[src/rtl/sorted_ram_loader.sv]
// Insertion-sort fill stage: writes an accepted value into the external RAM so that it stays ascending.
// Optional macro SORTED_LOADER_DROP_EN: accept and discard values while full instead of backpressuring.
module sorted_ram_loader #(
  parameter int ADDR_WIDTH = 5,
  parameter int DATA_WIDTH = 8
) (
  input  logic                  clk,
  input  logic                  reset,
  input  logic                  clear,
  input  logic                  in_valid,
  input  logic [DATA_WIDTH-1:0] in_data,
  output logic                  in_ready,
  output logic [ADDR_WIDTH-1:0] ram_addr,
  output logic [DATA_WIDTH-1:0] ram_wdata,
  output logic                  ram_wren,
  input  logic [DATA_WIDTH-1:0] ram_q,
  output logic [ADDR_WIDTH:0]   count,
  output logic                  full,
  output logic                  done,
  output logic                  dropped
);

  typedef enum logic [1:0] {
    S_IDLE,
    S_ISSUE,
    S_COMPARE,
    S_INSERT
  } state_e;

  localparam logic [ADDR_WIDTH:0] ONE = {{ADDR_WIDTH{1'b0}}, 1'b1};

  state_e                state_q, state_d;
  logic [DATA_WIDTH-1:0] v_q, v_d;
  logic [ADDR_WIDTH:0]   i_q, i_d;
  logic [ADDR_WIDTH:0]   count_q, count_d;
  logic [ADDR_WIDTH:0]   i_plus1;
  logic                  transfer;

  assign i_plus1  = i_q + ONE;
  assign transfer = in_valid & in_ready;
  assign count    = count_q;
  // count never exceeds 2^ADDR_WIDTH, so its top bit alone means full.
  assign full     = count_q[ADDR_WIDTH];
  assign done     = (state_q == S_IDLE);

  // NOTE: state registers use non-blocking assignments so every flop samples pre-edge values.
  always_ff @(posedge clk or posedge reset) begin
    if (reset) begin
      state_q <= S_IDLE;
      v_q     <= '0;
      i_q     <= '0;
      count_q <= '0;
    end else begin
      state_q <= state_d;
      v_q     <= v_d;
      i_q     <= i_d;
      count_q <= count_d;
    end
  end

  // NOTE: every output of this block is given a default first so no path infers a latch.
  always_comb begin
    state_d   = state_q;
    v_d       = v_q;
    i_d       = i_q;
    count_d   = count_q;
    ram_addr  = '0;
    ram_wdata = '0;
    ram_wren  = 1'b0;
    if (clear) begin
      state_d = S_IDLE;
      count_d = '0;
    end else begin
      case (state_q)
        S_IDLE: begin
          if (transfer && !full) begin
            v_d = in_data;
            if (count_q == '0) begin
              state_d = S_INSERT;
            end else begin
              i_d     = count_q - ONE;
              state_d = S_ISSUE;
            end
          end
        end
        S_ISSUE: begin
          ram_addr = i_q[ADDR_WIDTH-1:0];
          state_d  = S_COMPARE;
        end
        S_COMPARE: begin
          ram_wren = 1'b1;
          ram_addr = i_plus1[ADDR_WIDTH-1:0];
          // Strict compare keeps equal values in arrival order.
          if (ram_q > v_q) begin
            ram_wdata = ram_q;
            if (i_q == '0) begin
              state_d = S_INSERT;
            end else begin
              i_d     = i_q - ONE;
              state_d = S_ISSUE;
            end
          end else begin
            ram_wdata = v_q;
            count_d   = count_q + ONE;
            state_d   = S_IDLE;
          end
        end
        S_INSERT: begin
          ram_wren  = 1'b1;
          ram_wdata = v_q;
          count_d   = count_q + ONE;
          state_d   = S_IDLE;
        end
        default: state_d = S_IDLE;
      endcase
    end
  end

`ifdef SORTED_LOADER_DROP_EN
  logic dropped_q, dropped_d;

  assign in_ready  = (state_q == S_IDLE) & ~clear & ~reset;
  assign dropped_d = transfer & full;
  assign dropped   = dropped_q;

  always_ff @(posedge clk or posedge reset) begin
    if (reset) dropped_q <= 1'b0;
    else       dropped_q <= dropped_d;
  end
`else
  assign in_ready = (state_q == S_IDLE) & ~full & ~clear & ~reset;
  assign dropped  = 1'b0;
`endif

endmodule
[config.mk]
export PLATFORM = sky130hd
export DESIGN_NAME = sorted_ram_loader
export DESIGN_NICKNAME = d
export VERILOG_FILES = /design/src/rtl/sorted_ram_loader.sv
export SDC_FILE = /design/constraint.sdc
export NUM_CORES = 1
export LEC_CHECK = 0
export ABC_AREA = 1
export CAP_MARGIN = 10
export CORE_UTILIZATION = 29
export DETAILED_ROUTE_END_ITERATION = 8
export PLACE_DENSITY = 0.56
export SYNTH_ARGS = -nofsm -noshare
export SYNTH_HDL_FRONTEND = slang
export SYNTH_SLANG_ARGS = --single-unit
[constraint.sdc]
create_clock -name clk -period 2.5 [get_ports clk]
set_input_delay 0.5 -clock clk [delete_from_list [all_inputs] [get_ports clk]]
set_output_delay 0.5 -clock clk [all_outputs]
set_load 0.02 [all_outputs]
==> results of run 1 <==
==> kinds of logic (layout without fill, tap and decap cells) <==
| family | count (synthesis) | count (layout) | synth area share |
|---|---|---|---|
| adders and majority gates | 18 | 18 | 0.118 |
| buffers and inverters | 49 | 128 | 0.109 |
| xor gates and xnor gates | 8 | 8 | 0.0366 |
| other | 1 | 1 | 0.00196 |
| muxes | 1 | 1 | 0.00523 |
| AOI/OAI and AO/OA | 38 | 38 | 0.115 |
| DFF | 22 | 22 | 0.288 |
| and+or+nand+nor | 137 | 137 | 0.327 |
==> stage by stage <==
stage	util	instance area, um^2	setup TNS, ns
floorplan	-	1910	0
global placement	0.411	2610	-6.06
detailed placement	0.411	2610	-6.30
CTS	0.437	2780	-0.00983
global route	0.470	2980	-0.934
finish	0.470	2980	-0.162
==> placed cells by master (no fill, tap or decap), types with 3 or more instances in the layout <==
cell             netlist  routed
dfrtp_1               22      22
inv_2                  2      11
o21ai_0               14      14
nand2_1               70      57
nand2_4                2       5
nand2_2                4      13
nand4_1                6       6
ha_1                  18      12
nor3_1                 3       3
clkdlybuf4s50_1        0      19
buf_4                  4      45
nor2_1                12      10
dlygate4sd2_1          0       7
ha_4                   0       6
inv_1                 35      26
xor2_1                 6       6
buf_6                  0       7
a21oi_1               15       5
nand3_1               37      23
clkbuf_8               0       4
a21oi_2                0      10
clkbuf_2               0       5
nand3_2                1      15
==> Yosys cell counts, types with 3 or more instances <==
cell	number
nand4_1	6
nand2_2	4
o21ai_0	14
xor2_1	6
nand2_1	70
a21oi_1	15
nor2_1	12
ha_1	18
inv_1	35
buf_2	3
nor3_1	3
dfrtp_1	22
nand3_1	37
buf_4	4
==> critical path: cells and delay by family (launching register included) <==
kind	cells	cell delay, ns
simple gates	7	0.55
buf+inv	4	0.40
flops	1	0.38
fa+ha+maj	1	0.28
compound gates	1	0.17
==> power groups by stage <==
stage                     Clock (mW)  Combinational, mW  Sequential [mW]
after floorplan                    0               1.09            0.606
final                          0.272               2.21            0.619
after global placement             0               1.74            0.609
after CTS                      0.281               1.89            0.607
after detailed placement           0               1.74            0.613
after global routing           0.292               2.42            0.636
==> what timing repair did <==
action                     CTS  global route
pin swaps                   19            21
setup buffers                8             4
setup endpoints to repair   14             9
resized for setup           82            54
hold buffers                 0             0
==> per-layer routing <==
| metal | vias up | share of wire | global-route usage |
|---|---|---|---|
| met5 | - | 0 | 0 |
| met4 | 0 | 0.022 | 0.0486 |
| met3 | 11 | 0.046 | 0.0229 |
| met2 | 61 | 0.49 | 0.293 |
| met1 | 983 | 0.44 | 0.205 |
| li1 | 1051 | - | - |
==> how the worst max path moves through the flow <==
| stage | from | endpoint | slack (ns) |
|---|---|---|---|
| after floorplan | ram_q[7] | ram_wdata[0] | 0.13 |
| after global placement | ram_q[5] | ram_wdata[1] | -0.76 |
| after detailed placement | ram_q[7] | ram_wdata[4] | -0.78 |
| after CTS | v_q[5] | ram_wdata[4] | -0.008 |
| after global routing | v_q[6] | ram_wdata[4] | -0.14 |
| final | v_q[2] | ram_wdata[4] | -0.06 |
==> registers in the layout, summed over array words and instances, names as in the netlist <==
name	cells
v_q	8
i_q	6
count	6
state_q	2
==> cell type report <==
cell class,instances,area [um^2],share of cell area
multi-input cells,203,1410,0.473
repair buffers,86,724,0.243
flip-flops and latches,22,551,0.184
inverters,38,148,0.0495
well taps,77,96.3,0.0323
clock buffers,4,55.1,0.0184
==> flow_metrics.tcl, run 1 <==
set metrics [dict create \
    status "complete, but fails checks" \
    violations "negative setup slack" \
    finalClockSkew_ns 0.00492 \
    first_global_vias 2069 \
    maxCapViolCount 0 \
    grt_usage 0.164 \
    initial_utilization 0.301 \
    synth_cells 274 \
    ir_drop_mv 0.446 \
    numCtsBuffers 3 \
    grt_pass1_wl_um 9400 \
    slew_viol_final 0 \
    dpl.hpwl_um 3940 \
    pre_cts_ws_ns -0.783 \
    dieArea_um2 6930 \
    max_freq_mhz 390 \
    dp.cells 414 \
    syn2layout_area_growth_pct 55.9 \
    synthFlopType "dfrtp_1" \
    syn_area_per_cell_um2 6.99 \
    htree_levels 1 \
    ys_async_sr_fraction 1.00 \
    ioPinCount 44 \
    period_needed_ns 2.56 \
    hold_end "i_q[4]" \
    switchingPower_mw 1.47 \
    yosysSeqAreaShare 0.288 \
    worstReg2RegStart "v_q[6]" \
    cts_num_sinks 22 \
    place_congestion 0.816 \
    synth_enable_flop_cells 0 \
    rr_worst_depth 14 \
    r2r_slack_ns 0.52 \
    path_clk_slew_ns 0.09 \
    drive_above_1_share 0.363 \
    ys_warn_count 0 \
    layout_setup_ws_ns -0.0617 \
    seqPwrFrac 0.200 \
    synth_cell_types 32 \
    setup_viol 6 \
    portBuffers 42 \
    worstHoldPathCells 2 \
    cp-end-kind "output pin" \
    worstPathMaxFanout 4 \
    clock-root-buffer "clkbuf_8" \
    core_um2 6350 \
    wirelength_um 5940 \
    cts_tree "yes" \
    crit_top_cell "nand2_2" \
    grt_max_degree 23 \
    fin_cells 430 \
    hold_viol 0 \
    worstPathCellList "inv_2 > ha_1 > nand2_2 > inv_2 > nand2_2 > nand2_2 > nand2_2 > nand2_4 > buf_6 > nand3_2 > nand3_2 > a21oi_2 > buf_4" \
    ant_nets 0 \
    required_ns 2.00 \
    die_y_um 83.2 \
    synth_seq_cells 22 \
    syn_area_um2 1910 \
    clock_power_share 0.088 \
    whs_ns 0.519 \
    finalCritPeriodShare 1.02 \
    nFillCells 623 \
    synth_nets 312 \
    fp-row-count 29 \
    drc 0 \
    critical_path.slowest_cell "dfrtp_1" \
    critPathMaxStageDelay_ns 0.38 \
    wl_per_cell_um 13.8 \
    overflow 0 \
    synth_area_leaders "dfrtp_1 (29%), nand2_1 (14%), ha_1 (12%)" \
    critPathLaunchType "flop" \
    worst_r2r_endpoint "i_q[2]" \
    clock_path_buffers 2 \
    die_w_um 83.2 \
    powerDensity_nw_per_um2 1040 \
    fin_nets 392 \
    rsz0062_at_grt "yes" \
    p_leak_nw 1.45 \
    first_pass_iters 4 \
    crit_type "flop to output pin" \
    pwr-share-comb 0.713 \
    worst_ep_arrival_time_ns 2.06 \
    hp-class "flop to flop" \
    netSwitchingFraction 0.474 \
    viasPerCell 4.90 \
    yosysTopAreaCellShare 0.288 \
    drtIter0Drc 81 \
    p_int_mw 1.63 \
    antenna_found_initial 0 \
    synth_top_cell_by_area "dfrtp_1" \
    num_antenna_cells 0 \
    power_mw 3.10 \
    insertion_delay_ns 0.28 \
    routed-via-count 2106 \
    min-delay-start "i_q[4]" \
]
Power figures use the tool's default switching activity.
==> run 2: changes to the inputs <==
- SLEW_MARGIN: not set -> 20
==> results of run 2 <==
No change in the layout: final DEF, timing and power equal those of run 1.
==> run 3: changes to the inputs <==
- CORE_UTILIZATION: 29 -> 51
- PLACE_DENSITY: 0.56 -> 0.86
==> run 3 against run 2 <==
Via count grew 19%. Sequential power grew 3.9%. Hold slack gained 0.021 ns. Critical endpoint unchanged. Combinational power grew 15%. Critical path type is now primary input to output pin. Non-clock buffer count is the same. Routed wire length grew 35%. The flow finishes with violations (design-rule violations, negative setup slack). Critical path depth shrank 2.
==> flow_metrics.tcl, run 3 (same netlist as run 1, synthesis figures left out) <==
set metrics [dict create \
    design_area_um2 2980 \
    cp-end-kind "output pin" \
    syn2layout_area_growth_pct 55.5 \
    max_freq_mhz 375 \
    worst_r2r_endpoint "i_q[1]" \
    fin_cells 399 \
    clock_path_buffers 2 \
    postCtsHoldBufs 0 \
    core_um2 3470 \
    htree_levels 1 \
    min-delay-start "i_q[4]" \
    dpl.hpwl_um 3860 \
    maxCapViolCount 0 \
    first_global_vias 2214 \
    nFillCells 171 \
    grt_max_degree 23 \
    violations "design-rule violations, negative setup slack" \
    final_cell_mix "nand2_1 (59), buf_4 (41), inv_1 (27)" \
    insertion_delay_ns 0.28 \
    setup_viol 8 \
    initial_utilization 0.552 \
    dp.cells 382 \
    layout_commonest_cell "nand2_1" \
    top_register "v_q" \
    ant_nets 0 \
    status "complete, but fails checks" \
    path_clk_slew_ns 0.08 \
    ioPinCount 44 \
    clock-root-buffer "clkbuf_8" \
    finalCritPeriodShare 1.07 \
    place_congestion 0.942 \
    numCtsBuffers 3 \
    fp-row-count 21 \
    rr_worst_depth 16 \
    antenna_found_initial 1 \
    hold_viol 0 \
    portBuffers 42 \
    slew_viol_final 0 \
    whs_ns 0.540 \
    hold_end "i_q[4]" \
    drtIter0Drc 331 \
    wl_per_cell_um 20.1 \
    wirelength_um 8000 \
    rsz0062_at_grt "yes" \
    worstPathMaxFanout 4 \
    overflow 0 \
    hp-class "flop to flop" \
    ir_drop_mv 0.505 \
    worstReg2RegStart "v_q[5]" \
    finalClockSkew_ns 0.00871 \
    cts_tree "yes" \
    final_util 0.858 \
    routed-via-count 2502 \
    grt_pass1_wl_um 10500 \
    worst_ep_arrival_time_ns 2.16 \
    r2r_slack_ns 0.05 \
    cts_num_sinks 22 \
    critPathLaunchType "primary input" \
    die_w_um 63.3 \
    p_leak_nw 1.45 \
    drc 24 \
    powerDensity_nw_per_um2 1150 \
    pre_cts_ws_ns -0.804 \
    layout_setup_ws_ns -0.164 \
    regArea_um2 551 \
    worstHoldPathCells 2 \
    multi_input_area_um2 1440 \
    required_ns 2.00 \
    fin_nets 392 \
    die_y_um 63.3 \
    largest_reg_flops 8 \
    dieArea_um2 4000 \
    power_mw 3.41 \
    viasPerCell 6.27 \
    first_pass_iters 9 \
    drive_above_1_share 0.366 \
    period_needed_ns 2.66 \
    crit_type "primary input to output pin" \
    setup_tns_ns -1.07 \
    grt_usage 0.344 \
    placed_cell_area_um2 2560 \
]
## run 3: changes by cell type in the layout (fill, tap and decap cells not counted), moves of 2 or more
cell / delta
buf_6: +3
nand3_2: -2
nand3_1: -2
nand2_1: +2
nand3_4: +4
buf_4: -4
## run 3: repair_timing
action	in CTS	in global routing
setup endpoints to repair	15	8
gates cloned	0	0
endpoints found under the hold margin	0	0
pin swaps	29	23
buffers inserted	7	6
resized for setup	98	47
## run 3: per-layer routing
metal	up-vias	wire length, um	global-route usage
li1	1046	-	-
met1	1114	2730	0.374
met2	254	3580	0.605
met3	88	940	0.0779
met4	0	758	0.205
met5	-	0	0
## run 3: area by class of cell
class,instances,share of cell area
antenna,1,0.000841
clock buffer,3,0.0139
inverter,38,0.0496
multi-input combinational,203,0.483
sequential,22,0.185
tap,46,0.0193
timing repair buffer,86,0.248
## run 3: worst max-delay path by stage
stage	slack, ns	end	start	depth (start not counted)
after global placement	-0.73	ram_wdata[0]	ram_q[7]	10
after CTS	-0.05	ram_wdata[0]	v_q[5]	12
after global routing	-0.26	ram_wdata[4]	v_q[5]	12
after detailed placement	-0.80	ram_wdata[3]	ram_q[1]	9
after floorplan	0.13	ram_wdata[0]	ram_q[7]	10
final	-0.16	ram_wdata[4]	ram_q[5]	11
## run 3: worst max-delay path, stage by stage
cell             delay, ns
clkdlybuf4s15_2       0.24
ha_4                  0.32
nand2_2               0.09
nor2_4                0.13
nand4_1               0.14
buf_6                 0.17
buf_6                 0.12
nand3_4               0.08
nand3_2               0.08
a21oi_2               0.14
buf_4                 0.15
## run 3: where the power goes
group          total, mW  internal (mW)  switching (mW)
Combinational       2.54           1.08            1.46
Sequential         0.643          0.491           0.152
Clock              0.232          0.108           0.124
